`config.mk`:
```
export PLATFORM = sky130hd
export DESIGN_NAME = sc_loader
export DESIGN_NICKNAME = d
export VERILOG_FILES = /design/src/rtl/sc_pkg.sv /design/src/rtl/sc_word_shifter.sv /design/src/rtl/sc_loader.sv
export SDC_FILE = /design/constraint.sdc
export NUM_CORES = 1
export LEC_CHECK = 0
export ABC_CLOCK_PERIOD_IN_PS = 2100
export CORE_MARGIN = 2
export CORE_UTILIZATION = 35
export CTS_CLUSTER_DIAMETER = 50
export DETAILED_ROUTE_END_ITERATION = 8
export GPL_TIMING_DRIVEN = 0
export PLACE_DENSITY = 0.6
export SYNTH_ARGS = -nofsm -noshare
export SYNTH_HDL_FRONTEND = slang
export SYNTH_SLANG_ARGS = --single-unit
```
`constraint.sdc`:
```
create_clock -name clk -period 2.1 [get_ports clk]
set_input_delay 0.63 -clock clk [delete_from_list [all_inputs] [get_ports clk]]
set_output_delay 0.63 -clock clk [all_outputs]
set_load 0.005 [all_outputs]
```
`src/rtl/sc_pkg.sv`:
```
// Shared definitions for the scan-chain loader: FSM state encoding and a
// ceiling-log2 helper used to size counters.
package sc_pkg;

  typedef logic [1:0] sc_state_t;

  localparam logic [1:0] ST_IDLE  = 2'd0;
  localparam logic [1:0] ST_CLR   = 2'd1;
  localparam logic [1:0] ST_SHIFT = 2'd2;
  localparam logic [1:0] ST_DONE  = 2'd3;

  // Smallest r with 2**r >= value; clog2(1) = 0.
  function automatic int clog2(input int value);
    int r;
    r = 0;
    for (int i = 0; i < 31; i++) begin
      if ((1 << i) < value) r = i + 1;
    end
    return r;
  endfunction

endpackage

```
`src/rtl/sc_word_shifter.sv`:
```
// Word holding register for the loader: captures one input word, then hands
// it out LSB first while tracking how many bits are still pending.
module sc_word_shifter
  import sc_pkg::*;
#(
  parameter int WORD_W = 8
) (
  input  logic              i_clk,
  input  logic              i_clear,
  input  logic              i_flush,
  input  logic              i_load,
  input  logic [WORD_W-1:0] i_din,
  input  logic              i_shift,
  output logic              o_bit0,
  output logic              o_empty
);

  localparam int PEND_W = clog2(WORD_W + 1);

  logic [WORD_W-1:0] r_sr;
  logic [PEND_W-1:0] r_pend;

  // Load and shift never coincide: load needs an empty register, shift a non-empty one.
  always_ff @(posedge i_clk or posedge i_clear) begin
    if (i_clear) begin
      r_sr   <= '0;
      r_pend <= '0;
    end else if (i_flush) begin
      r_sr   <= '0;
      r_pend <= '0;
    end else if (i_load) begin
      r_sr   <= i_din;
      r_pend <= PEND_W'(WORD_W);
    end else if (i_shift) begin
      r_sr   <= r_sr >> 1;
      r_pend <= r_pend - PEND_W'(1);
    end
  end

  assign o_bit0  = r_sr[0];
  assign o_empty = (r_pend == '0);

endmodule

```
`src/rtl/sc_loader.sv`:
```
// Scan-chain loader: clears the downstream chain, then streams SC_LENGTH bits
// from incoming words (bit 0 first) with a registered shift enable.
module sc_loader
  import sc_pkg::*;
#(
  parameter  int SC_LENGTH = 5,
  parameter  int WORD_W    = 8,
  localparam int CNT_W     = clog2(SC_LENGTH + 1)
) (
  input  logic              clk,
  input  logic              clear,
  input  logic              start,
  input  logic [WORD_W-1:0] din,
  input  logic              din_valid,
  output logic              din_ready,
  output logic              sc_en,
  output logic              sc_data,
  output logic              sc_clear_n,
  output logic              busy,
  output logic              done,
  output logic [CNT_W-1:0]  bit_count,
  output logic [1:0]        dbg_state
);

  logic [1:0]       r_state;
  logic [1:0]       w_next;
  logic [CNT_W-1:0] r_bit_count;
  logic             r_sc_en;
  logic             r_sc_data;
  logic             w_empty;
  logic             w_bit0;
  logic             w_room;
  logic             w_ready;
  logic             w_load;
  logic             w_shift;
  logic             w_last;
  logic             w_flush;

  // Handshake: a word moves only in a cycle where din_valid and din_ready are
  // both 1; din_ready depends on registered state only, never on din_valid.
  assign w_room  = (r_bit_count < CNT_W'(SC_LENGTH));
  assign w_ready = (r_state == ST_SHIFT) && w_empty && w_room;
  assign w_load  = din_valid && w_ready;
  assign w_shift = (r_state == ST_SHIFT) && !w_empty && w_room;
  assign w_last  = w_shift && (r_bit_count == CNT_W'(SC_LENGTH - 1));
  // Leftover bits of the final word are dropped on the way through DONE.
  assign w_flush = (r_state == ST_CLR) || (r_state == ST_DONE);

  sc_word_shifter #(
    .WORD_W(WORD_W)
  ) u_shifter (
    .i_clk   (clk),
    .i_clear (clear),
    .i_flush (w_flush),
    .i_load  (w_load),
    .i_din   (din),
    .i_shift (w_shift),
    .o_bit0  (w_bit0),
    .o_empty (w_empty)
  );

  always_comb begin
    w_next = r_state;
    case (r_state)
      ST_IDLE:  if (start) w_next = ST_CLR;
      ST_CLR:   w_next = ST_SHIFT;
      ST_SHIFT: if (w_last) w_next = ST_DONE;
      ST_DONE:  w_next = ST_IDLE;
      default:  w_next = ST_IDLE;
    endcase
  end

  always_ff @(posedge clk or posedge clear) begin
    if (clear) begin
      r_state     <= ST_IDLE;
      r_bit_count <= '0;
      r_sc_en     <= 1'b0;
      r_sc_data   <= 1'b0;
    end else begin
      r_state <= w_next;
      r_sc_en <= w_shift;
      if (w_shift) r_sc_data <= w_bit0;
      if (r_state == ST_CLR) begin
        r_bit_count <= '0;
      end else if (w_shift) begin
        r_bit_count <= r_bit_count + CNT_W'(1);
      end
    end
  end

  assign din_ready  = w_ready;
  assign sc_en      = r_sc_en;
  assign sc_data    = r_sc_data;
  assign sc_clear_n = (r_state != ST_CLR);
  assign busy       = (r_state != ST_IDLE);
  assign done       = (r_state == ST_DONE);
  assign bit_count  = r_bit_count;
  assign dbg_state  = r_state;

endmodule

```
==> run metrics <==
core footprint=3310 um2; # rows=21; leading area contributor after synthesis=dfrtp_1; Final Util=48.8%; Avg Cell Area, Syn=10.8 um2; Cell variety after synth=35; WL final=2570 um; Sink Count=19; Via density=5.07; most frequent cells in the layout=19 x dfrtp_1, 17 x clkdlybuf4s50_1, 15 x inv_1, 10 x buf_4; f_max=452 MHz; DR top layer=met4; WL met1=1160 um; CP Capture Type=output port; area of the die=3890 um2; post-route setup slack=-0.112 ns; flops & latches, synth=19; Port Buffers=22; final slew viol count=0; Max-slew headroom=50.3%; reg2reg end=bit_count[0]; mapped cell area=1190 um2; P&R area growth vs syn=35.2%; register area=475 um2; Initial Util=36.1%; worst slew pin tran=0.744 ns; # IOs=23; Hold WC Path Type=flip-flop to flip-flop; count of antenna diodes in the layout=0; worst path cell trace=inv_2 -> ha_4 -> or3b_4 -> nor3_4 -> buf_2; die width=62.4 um; Post-Syn Nets=130; Hold Path Origin=u_shifter.r_sr[0]; initial antenna violation count=0; critical path's slowest cell=dfrtp_1; CP max stage delay=0.40 ns; top-area cell type share of the netlist area=39.8%; WHS Path Cells=1; FF-to-FF Start=u_shifter.r_pend[1]; clock slew at reported path FFs=0.12 ns; Cells after Synth=111; Worst setup SP type=flip-flop; VDD IR max=0.000717 V; area of the multi-input gates=659 um2; share of cells above drive strength 1=28.8%; final RePlAce weighted congestion=0.743; Final Hold Viols=0; via count=973; synth warn=0; vias in the first global route=954; cts bufs inserted=3; Critical Setup Path Class=flip-flop to output port; post-layout net count=166; minimum clock period=2.21 ns; Largest delay share family, worst path=simple AND/OR/NAND/NOR gates; Layout fillers=325; clock latency on the worst-skew pair=0.30 ns; worst hold slack=0.513 ns; first-pass GRT wire length=4420 um; CP bufs+invs=2; metal3 WL=43 um; Met2 Routed Length=1330 um; clk root buf=clkbuf_4; grt ovf=0; setup_tns=-0.112 ns; # H-tree levels=1; Worst R2R Path Depth=7; CP Data Required Time=1.47 ns; global-route total usage across every layer=14.0%; Die Y=62.4 um; MaxCap Viol Count=0; FF-to-FF setup slack=0.28 ns; DRC=0; commonest non-fill, non-tap cell in the layout=dfrtp_1; final setup fails=1; failing checks=setup timing; Final ANT Viol Nets=0; Endpoint, Worst Hold=sc_data; sequential area share after synthesis=39.8%; crit-path max FO=2; DR pass1 iterations=4; average wire per standard cell=13.4 um; largest cells by area after synthesis=dfrtp_1 40%, a221oi_2 8.8%, ha_1 7.3%; outcome=finished, violations left; Longest Clk Path Bufs=2; CTS tree=built; unrepaired setup endpoints after global routing=yes; power per cell area=1450 nW/um2; Finished Cell Area=1610 um2; Post-DP HPWL=1840 um; clock skew=0.00795 ns; critical path arrival=1.58 ns; Post-DP Area=1470 um2; Final Cycle Share=105%; static leakage=0.733 nW; initial DRC count=32; largest net degree at the start of global routing=20
==> repair_timing <==
action	in CTS	in global routing
gates resized for setup	17	5
hold buffers	0	0
endpoints found under the setup margin	4	4
buffers inserted	9	1
pin swaps	2	2
==> synthesized netlist by cell type <==
master     instances
o311ai_0           1
a221oi_2           7
clkbuf_2           1
inv_2              1
a32o_1             2
and3_1             1
nand4bb_1          1
or3_1              2
mux2_2             3
nand4_1            2
nor3b_1            2
nor2_1             7
nand3_1            1
or2_2              1
o21ai_0            1
a211oi_1           1
inv_1             17
a21oi_1            2
nor4b_1            1
a41o_1             1
o21a_4             1
a31oi_1            1
o41ai_1            1
nor3_1             2
o22a_1             1
mux2i_1            7
or3b_2             1
dfrtp_1           19
o31ai_1            2
buf_6              2
and4bb_2           1
nand2b_1           7
o221a_2            2
buf_2              2
ha_1               7
==> worst reg2reg max path, stage by stage (launching register included) <==
cell,delay [ns]
dfrtp_1,0.39
inv_2,0.05
ha_4,0.15
buf_4,0.14
nor3b_1,0.14
buf_6,0.16
nor3_2,0.31
mux2_2,0.39
==> where the power goes <==
| part | internal (W) | total (W) | switching [W] | leakage, nW |
|---|---|---|---|---|
| sequential | 0.000508 | 0.000624 | 0.000116 | 0.249 |
| combinational | 0.000798 | 0.00152 | 0.000722 | 0.469 |
| clock | 0.0000741 | 0.000192 | 0.000118 | 0.0150 |
| total | 0.00138 | 0.00234 | 0.000956 | 0.733 |
==> state kept, by name, summed over array words and instances (netlist names) <==
| name | flops |
|---|---|
| dbg_state | 2 |
| u_shifter.r_sr | 8 |
| sc_data | 1 |
| u_shifter.r_pend | 4 |
| bit_count | 3 |
| sc_en | 1 |
==> through the flow <==
step                setup slack (ns)  power [W]  instances
CTS                           -0.178    0.00232        191
global placement              -0.594    0.00195        179
global route                  -0.191    0.00253        192
floorplan                     0.0531    0.00157        111
detailed placement            -0.618    0.00198        179
finish                        -0.112    0.00234        192
==> final cells by class <==
| class | count | share of cell area (%) |
|---|---|---|
| buffer | 4 | 2.17 |
| clock buffer | 4 | 1.63 |
| inverter | 18 | 4.34 |
| multi-input combinational | 69 | 40.9 |
| sequential | 19 | 29.5 |
| tap | 46 | 3.57 |
| timing repair buffer | 32 | 18.0 |
==> cells by family after synthesis <==
family          after synthesis  share of synthesized area (%)
simple gates                 29                           15.0
mux                          10                           8.70
buf+inv                      23                           8.80
compound gates               23                           20.3
fa+ha+maj                     7                           7.34
flops                        19                           39.8
==> layer usage <==
| layer | vias to the layer above | global-route usage, % |
|---|---|---|
| li1 | 473 | - |
| met1 | 487 | 17.7 |
| met2 | 9 | 23.9 |
| met3 | 4 | 1.62 |
| met4 | 0 | 6.67 |
| met5 | - | 0 |
==> worst max-delay path by stage <==
stage	startpoint	end	slack, ns	depth (start not counted)
after floorplan	u_shifter.r_pend[0]	din_ready	0.05	5
after global placement	u_shifter.r_pend[0]	din_ready	-0.59	6
after detailed placement	u_shifter.r_pend[0]	din_ready	-0.62	6
after CTS	u_shifter.r_pend[1]	din_ready	-0.18	5
after global routing	u_shifter.r_pend[0]	din_ready	-0.19	5
final	u_shifter.r_pend[0]	din_ready	-0.11	5
No activity file was read; power rests on OpenSTA's default activity.
